==> src/rtl/fifo_rd_streamer.sv <==
// Turns a registered-output synchronous FIFO read port into a valid/ready stream.
// A 2-entry skid buffer absorbs the 1-clk read latency so throughput is 1 beat/clk.
module fifo_rd_streamer #(
  parameter int DATA_W = 16,
  parameter int CNT_W  = 16
) (
  input  logic              clk,
  input  logic              rst,
  input  logic              enable,
  output logic              fifo_rd_en,
  input  logic [DATA_W-1:0] fifo_data,
  input  logic              fifo_empty,
  input  logic              fifo_underflow,
  output logic              m_valid,
  output logic [DATA_W-1:0] m_data,
  input  logic              m_ready,
  input  logic              cnt_clr,
  output logic [CNT_W-1:0]  beat_cnt,
  output logic              underflow_err,
  output logic              idle
);

  logic [1:0]        occ;
  logic              infl;
  logic [DATA_W-1:0] buf_head;
  logic [DATA_W-1:0] buf_tail;
  logic              pop;
  logic [2:0]        level;

  assign m_valid = (occ != 2'd0);
  assign m_data  = buf_head;
  assign pop     = m_valid && m_ready;

  // Words held or arriving after this edge; a read is safe only if a slot stays free.
  assign level      = {1'b0, occ} + {2'b00, infl} - {2'b00, pop};
  assign fifo_rd_en = !rst && enable && !fifo_empty && (level < 3'd2);
  assign idle       = (occ == 2'd0) && !infl && !fifo_rd_en;

  always_ff @(posedge clk or posedge rst) begin
    if (rst) begin
      infl <= 1'b0;
    end else begin
      infl <= fifo_rd_en;
    end
  end

  always_ff @(posedge clk or posedge rst) begin
    if (rst) begin
      occ      <= 2'd0;
      buf_head <= '0;
      buf_tail <= '0;
    end else begin
      case ({infl, pop})
        2'b10: begin
          if (occ == 2'd0) buf_head <= fifo_data;
          else             buf_tail <= fifo_data;
          occ <= occ + 2'd1;
        end
        2'b01: begin
          buf_head <= buf_tail;
          occ      <= occ - 2'd1;
        end
        2'b11: begin
          if (occ == 2'd2) begin
            buf_head <= buf_tail;
            buf_tail <= fifo_data;
          end else begin
            buf_head <= fifo_data;
          end
        end
        default: ;
      endcase
    end
  end

  always_ff @(posedge clk or posedge rst) begin
    if (rst) begin
      beat_cnt <= '0;
    end else if (cnt_clr) begin
      beat_cnt <= '0;
    end else if (pop) begin
      beat_cnt <= beat_cnt + 1'b1;
    end
  end

  always_ff @(posedge clk or posedge rst) begin
    if (rst) begin
      underflow_err <= 1'b0;
    end else if (fifo_underflow) begin
      underflow_err <= 1'b1;
    end
  end

  // A capture into a full buffer with no pop would silently drop a word.
  a_no_overflow: assert property (@(posedge clk) disable iff (rst)
    !(infl && !pop && (occ == 2'd2)));
  a_occ_range: assert property (@(posedge clk) disable iff (rst) occ != 2'd3);

endmodule

==> config.mk <==
export PLATFORM = sky130hd
export DESIGN_NAME = fifo_rd_streamer
export DESIGN_NICKNAME = d
export VERILOG_FILES = /design/src/rtl/fifo_rd_streamer.sv
export SDC_FILE = /design/constraint.sdc
export NUM_CORES = 1
export LEC_CHECK = 0
export CORE_MARGIN = 1.5
export CORE_UTILIZATION = 49
export CTS_CLUSTER_SIZE = 8
export DETAILED_ROUTE_END_ITERATION = 8
export PLACE_DENSITY_LB_ADDON = 0.05
export REMOVE_ABC_BUFFERS = 1
export SYNTH_ARGS = -nofsm -noshare
export SYNTH_HDL_FRONTEND = slang
export SYNTH_SLANG_ARGS = --single-unit
==> constraint.sdc <==
create_clock -name clk -period 3.1 [get_ports clk]
set_input_delay 0.62 -clock clk [delete_from_list [all_inputs] [get_ports clk]]
set_output_delay 0.62 -clock clk [all_outputs]
set_load 0.02 [all_outputs]
=== Word level (Yosys, flattened, before mapping) ===
Cells that the tools add are included.

* Bits in registers: 52
* Input bits: 23
* Output and inout bits: 36
* Word-level logic and storage cells: 46

* Equal/unequal tests: 7
* Mux-type cells: 9
* Add/sub/neg operators: 5
* $lt $le $gt $ge: 1
* Reductions and logical operators: 18

{| class="wikitable"
|+ Operators by type and width
! kind !! count
|-
| $mux 16 || 6
|-
| $pmux 16 s3 || 1
|-
| $pmux 16 s2 || 1
|-
| $add 16x1->16 const B || 1
|-
| $reduce_bool 2->1 || 4
|-
| $eq 2x2->1 const B || 3
|-
| $logic_and 1x1->1 || 6
|-
| $ne 2x2->1 const B || 3
|-
| $logic_not 1->1 || 4
|-
| $pmux 2 s2 || 1
|-
| $add 2x1->3 || 1
|-
| $lt 3x2->1 const B || 1
|-
| $reduce_and 3->1 || 1
|-
| $reduce_bool 3->1 || 1
|-
| $sub 3x1->3 || 1
|-
| $add 2x1->2 const B || 1
|-
| $eq 2x1->1 const B || 1
|-
| $logic_not 2->1 || 1
|-
| $reduce_and 2->1 || 1
|-
| $sub 2x1->2 const B || 1
|}

=== Depth between registers and ports, before layout ===
Gate-level depths: netlist of run 1.

* Depth after elaboration: 7
* Depth in mapped cells: 9
* Depth with buffers taken out: 8

=== Worst setup path before layout of run 1 ===
Ideal clock, no wire load.

* Path type: input-to-output
* Start: input port m_ready
* End: output port idle
* Data arrival time: 2.787 ns
* Buffers on the path: 1
* Cell stages on the path: 9
* Slack: -0.307 ns
* Data required time: 2.480 ns
* Cell sequence: buf_2 -> o21a_1 -> inv_1 -> ha_1 -> nand2b_1 -> fa_1 -> nand4_1 -> nor2_1 -> nor3_1

* Longest elaborated chain between the ends: 6

{| class="wikitable"
|+ RTL lines
! element !! RTL line !! text
|-
| start: declaration || 16 || <nowiki>input logic m_ready,</nowiki>
|-
| $logic_and 1x1->1 || 32 || <nowiki>assign pop = m_valid && m_ready;</nowiki>
|-
| $sub 3x1->3 || 35 || <nowiki>assign level = {1'b0, occ} + {2'b00, infl} - {2'b00, pop};</nowiki>
|-
| $lt 3x2->1 || 36 || <nowiki>assign fifo_rd_en = !rst && enable && !fifo_empty && (level < 3'd2);</nowiki>
|-
| $logic_and 1x1->1 || 36 ||
|-
| net fifo_rd_en || 10 || <nowiki>output logic fifo_rd_en,</nowiki>
|-
| $logic_not 1->1 || 37 || <nowiki>assign idle = (occ == 2'd0) && !infl && !fifo_rd_en;</nowiki>
|-
| $logic_and 1x1->1 || 37 ||
|-
| end: declaration || 20 || <nowiki>output logic idle</nowiki>
|}

The timed path passes the listed nets, and every way through them passes these cells.

=== Worst setup path in the final report of run 1 ===
* Start: input port m_ready
* End: output port idle

* Longest elaborated chain between the ends: 6

{| class="wikitable"
|+ RTL lines
! element !! RTL line
|-
| $logic_and 1x1->1 || 32
|-
| $sub 3x1->3 || 35
|-
| $lt 3x2->1 || 36
|-
| $logic_and 1x1->1 || 36
|-
| $logic_not 1->1 || 37
|-
| $logic_and 1x1->1 || 37
|}

No other way between the ends.

==> results of run 1 <==
-- power by group through the flow --
stage	clock, uW	sequential [uW]	combinational [uW]
floorplan	0	1160	453
global placement	0	1020	1010
detailed placement	0	1030	1030
CTS	397	1010	1070
global route	419	1040	1160
finish	386	1010	1060
-- cell type report --
class                           count  area share (%)
Sequential cell                    52            39.6
Multi-Input combinational cell    148            33.2
Timing Repair Buffer               74            21.0
Tap cell                           67            2.55
Clock buffer                        6            2.21
Inverter                            9            1.03
Clock inverter                      2           0.494
-- layer usage --
metal | track usage (%) | vias up | wire length [um]
met3 | 4.80 | 6 | 228
met2 | 29.7 | 36 | 2210
met5 | 0 | - | 0
met4 | 6.17 | 0 | 59
li1 | - | 894 | -
met1 | 28.4 | 865 | 2450
-- metrics by stage --
step	instances	setup WS [ps]	TNS, ps
2_1_floorplan	209	-128	-128
3_3_place_gp	344	-604	-1180
3_5_place_dp	344	-653	-1270
4_1_cts	358	161	0
5_1_grt	358	72.5	0
6_report	358	120	0
-- cells by family after synthesis --
kind of cell	share of synthesized area, %
simple gates	14.2
fa+ha+maj	1.83
xor+xnor	4.99
flops	52.9
compound gates	8.75
buf+inv	3.82
mux	13.4
-- sequential cells by signal, indices dropped and copies added (netlist names) --
| register | flops |
|---|---|
| m_data | 16 |
| beat_cnt | 16 |
| occ | 2 |
| underflow_err | 1 |
| buf_tail | 16 |
| infl | 1 |
-- final timing paths --
path / end / slack (ps) / depth (start not counted) / start
min in group asynchronous: m_data[2] / 850 / 3 / rst
hold reg to reg: underflow_err / 480 / 1 / underflow_err
max in group asynchronous: beat_cnt[6] / 1820 / 3 / rst
setup reg to reg: infl / 800 / 12 / occ[1]
hold / removal: underflow_err / 480 / 1 / underflow_err
setup / recovery: idle / 120 / 10 / m_ready
-- cell usage in the layout (no fill, tap or decap), types with 2 or more instances in the layout --
master | netlist | routed
clkdlybuf4s50_1 | 0 | 55
dfrtp_1 | 52 | 52
nand2_1 | 23 | 23
o21ai_0 | 18 | 18
nor2_1 | 18 | 17
buf_4 | 4 | 16
mux2i_1 | 15 | 15
xnor2_1 | 9 | 9
mux2_1 | 8 | 8
mux2_2 | 8 | 8
inv_1 | 9 | 7
a21oi_1 | 8 | 7
nor3_1 | 6 | 6
xor2_1 | 5 | 5
clkbuf_8 | 0 | 5
nand4_1 | 4 | 4
nor2b_1 | 2 | 2
or2_1 | 2 | 2
inv_2 | 0 | 2
buf_2 | 3 | 2
-- repair_timing --
| action | 4_1_cts | 5_1_grt |
|---|---|---|
| endpoints found under the setup margin | 2 | 0 |
| gates resized for setup | 15 | 0 |
| buffers inserted | 6 | 0 |
==> flow_metrics.tcl, run 1 <==
set metrics [dict create \
    async_flop_share_pct 100 \
    grt_max_degree 53 \
    dr.pass1.iters 4 \
    pwr-share-seq_pct 41.2 \
    die_y_um 73.8 \
    setup_violations 0 \
    globalplace.congestion 0.793 \
    grt_overflow 0 \
    post-synth-top-count-cell "dfrtp_1" \
    design_area_sq_um 3290 \
    drive_gt1_share_pct 16.5 \
    antenna_found_initial 0 \
    cts.sinks 52 \
    hold_slack_ps 481 \
    yosysTopAreaCellShare_pct 52.9 \
    path_buf_inv 3 \
    wirelength_mm 4.94 \
    critical_path_arrival_ps 2360 \
    grt_usage_pct 19.8 \
    relSlewSlack_pct 57.6 \
    dpl-instance-area_sq_um 3140 \
    top_level_ports 59 \
    multiInputGateArea_sq_um 1090 \
    rsz0062_at_grt "false" \
    io_buffers 58 \
    yosys.area.top_type "dfrtp_1" \
    switching_power_uw 881 \
    core_sq_um 4790 \
    syn_to_final_growth_pct 33.8 \
    synth-seq-cells 52 \
    status "complete, no violations" \
    vias 1801 \
    p_comb_share_pct 43.1 \
    initial_core_util_pct 51.4 \
    worstPathMaxFanout 3 \
    ir_drop_uv 503 \
    seq_area_sq_um 1300 \
    rows 25 \
    cp-start-kind "input pin" \
    fin_nets 316 \
    p_per_area_nw_per_um2 747 \
    path_cells "dlygate4sd2_1, o21a_1, inv_2, ha_4, nand2b_4, fa_2, nand4_1, nor2_2, nor3_1, buf_2" \
    hp-class "flip-flop to flip-flop" \
    slowest_stage "fa_2" \
    p_sw_share_pct 35.9 \
    crit_required_ps 2480 \
    synthTopCellsByCount "dfrtp_1 (52), nand2_1 (23), nor2_1 (18), o21ai_0 (18), mux2i_1 (15)" \
    wl_per_cell_um 13.8 \
    crit_type "input pin to primary output" \
    viasPerCell 5.03 \
    leakagePower_uw 0.00144 \
    max_stage_delay_ps 520 \
    synth.distinct_cells 40 \
    synth_area_leaders "dfrtp_1 (53%), mux2i_1 (6.1%), o21ai_0 (3.7%), mux2_1 (3.7%), mux2_2 (3.7%)" \
    first_global_vias 1722 \
    max_cap_viol_count 0 \
    hpwl_mm 3.38 \
    clock_tree.root_cell "clkbuf_8" \
    fin_worst_skew_ps 10.4 \
    die_w_um 73.8 \
    synth_area_sq_um 2460 \
    ys_seq_area_share_pct 52.9 \
    worst_pin_slew_ps 636 \
    fillers 391 \
    drtAntennaViolNets 0 \
    hold_viol 0 \
    power.total_uw 2460 \
    grt_pass1_wl_mm 8.06 \
    finalCritPeriodShare_pct 96.1 \
    report.final.slew_viol_count 0 \
    synth_edf_count 0 \
    syn_avg_cell_area_sq_um 11.2 \
    ys.warnings.count 0 \
    cp-end-kind "primary output" \
    clockBufferDepth 2 \
    drtIter0Drc 76 \
    cts_tree "yes" \
    ctsHtreeMaxLevel 2 \
    final_core_util_pct 68.7 \
    drc 0 \
    period_needed_ps 2980 \
    clkPwrFrac_pct 15.7 \
    internal_power_uw 1580 \
    cts-hold-fix-buffers 0 \
    path_clk_slew_ps 90 \
    design.die.area_sq_um 5450 \
    synthCells 220 \
    cts_inserted_buffers 5 \
    synth_top_flop_cell "dfrtp_1" \
    cp_top_family "adder cells" \
    fmax_mhz 336 \
    diodes 0 \
    clock_latency_ps 310 \
]
No activity file was read; power rests on OpenSTA's default activity.
==> run 2, diff against run 1 <==
Settings changed: SKIP_CTS_REPAIR_TIMING from default to 1.
==> run 2 against run 1 <==
Compared with the run above:
- combinational power barely moved
- critical path type is now flip-flop to primary output
- sequential power hardly changed
- clock-buffer cell count is the same
==> flow_metrics.tcl, run 2 (synthesized netlist as in run 1, its figures left out) <==
set metrics [dict create \
    postLayoutSetupSlackWorst_ps 196 \
    syn_to_final_growth_pct 32.7 \
    grt_overflow 0 \
    pwr-share-seq_pct 41.2 \
    cp-start-kind "flip-flop" \
    ff2ff_setup_slack_ps 1260 \
    grt_usage_pct 19.1 \
    antenna_found_initial 0 \
    vias 1779 \
    status "complete, no violations" \
    cts_inserted_buffers 5 \
    hold_viol 0 \
    ir_drop_uv 503 \
    clkPwrFrac_pct 15.7 \
    io_buffers 58 \
    fin_nets 311 \
    crit_type "flip-flop to primary output" \
    p_comb_share_pct 43.1 \
    drtAntennaViolNets 0 \
    cts_tree "yes" \
    wl_per_cell_um 13.9 \
    finalCritPeriodShare_pct 93.7 \
    die_y_um 73.8 \
    relSlewSlack_pct 57.2 \
    p_per_area_nw_per_um2 753 \
    worstPathMaxFanout 3 \
    diodes 0 \
    ctsHtreeMaxLevel 2 \
    critical_path_arrival_ps 2280 \
    drtIter0Drc 76 \
    leakagePower_uw 0.00142 \
    die_w_um 73.8 \
    max_cap_viol_count 0 \
    rows 25 \
    reg2reg_to "infl" \
    globalplace.congestion 0.793 \
    wirelength_mm 4.90 \
    viasPerCell 5.04 \
    startpoint "occ[1]" \
    rsz0062_at_grt "false" \
    drc 0 \
    fmax_mhz 344 \
    switching_power_uw 884 \
    dpl.cell_count 344 \
    grt_max_degree 53 \
    core_sq_um 4790 \
    cts.sinks 52 \
    final_cell_mix "clkdlybuf4s50_1 (55), dfrtp_1 (52), nand2_1 (23)" \
    drive_gt1_share_pct 15.4 \
    cp-end-kind "primary output" \
    design.die.area_sq_um 5450 \
    layout_commonest_cell "clkdlybuf4s50_1" \
    first_global_vias 1677 \
    grt_pass1_wl_mm 7.85 \
    clockBufferDepth 2 \
    top_level_ports 59 \
    hp-class "flip-flop to flip-flop" \
    fin_worst_skew_ps 10.2 \
    critPathCapture "idle" \
    setup_violations 0 \
    worst_pin_slew_ps 642 \
    report.final.slew_viol_count 0 \
    crit_required_ps 2480 \
    dr.pass1.iters 4 \
    reg2reg_from "occ[1]" \
    hpwl_mm 3.38 \
    clock_latency_ps 310 \
    initial_core_util_pct 51.4 \
    clock_tree.root_cell "clkbuf_8" \
    p_sw_share_pct 36.0 \
    path_clk_slew_ps 90 \
    period_needed_ps 2900 \
    post-place-ws_ps -653 \
    stdcell_count 353 \
    r2r_cells 7 \
    internal_power_uw 1570 \
]
run 2: cell types whose count changed in the layout (fill, tap and decap cells not counted):
cell / before / now
buf_4: 16 / 11
clkbuf_2: 0 / 1
xor2_1: 5 / 4
dlygate4sd2_1: 1 / 0
xor2_2: 0 / 1
buf_2: 2 / 1
dlymetal6s2s_1: 0 / 1
run 2: area by class of cell:
| type | count | area (sq um) |
|---|---|---|
| Clock buffer | 6 | 72.6 |
| Clock inverter | 2 | 16.3 |
| Fill cell | 391 | 1520 |
| Inverter | 9 | 33.8 |
| Multi-Input combinational cell | 148 | 1100 |
| Sequential cell | 52 | 1300 |
| Tap cell | 67 | 83.8 |
| Timing Repair Buffer | 69 | 656 |
run 2: worst max-delay path: stages (launching register included):
cell and delay, ps:
dfrtp_1 390, o21a_1 200, inv_2 80, ha_4 200, nand2b_4 130, fa_2 520, nand4_1 110, nor2_2 140
nor3_1 60, buf_2 150
run 2: per-layer routing:
metal / track usage, % / up-vias / share of wire [%]
met1: 28.4 / 851 / 49
met4: 6.17 / 0 / 1.2
met2: 27.4 / 41 / 45
met5: 0 / - / 0
li1: - / 881 / -
met3: 4.80 / 6 / 5.1
run 2: worst min path at each step:
stage	startpoint	endpoint	slack, ps	cells past startpoint
6_report	underflow_err	underflow_err	480	1
3_3_place_gp	underflow_err	underflow_err	460	1
2_1_floorplan	buf_tail[0]	buf_tail[0]	460	1
5_1_grt	underflow_err	underflow_err	500	1
4_1_cts	underflow_err	underflow_err	490	1
3_5_place_dp	underflow_err	underflow_err	450	1
run 2: power groups by stage:
stage	sequential [uW]	clock, uW	combinational [uW]
global placement	1020	0	1010
CTS	1010	397	1030
floorplan	1160	0	453
finish	1010	386	1060
detailed placement	1030	0	1030
global route	1040	419	1160
run 2: metrics by stage:
stage | setup TNS, ps | total power (uW) | instance area (sq um) | hold slack [ps] | utilization, %
after floorplan | -128 | 1620 | 2400 | 457 | -
after global placement | -1180 | 2020 | 3140 | 459 | 65.6
after CTS | -1290 | 2440 | 3230 | 486 | 67.5
after detailed placement | -1270 | 2050 | 3140 | 452 | 65.6
after global routing | 0 | 2620 | 3260 | 504 | 68.2
final | 0 | 2460 | 3260 | 481 | 68.2
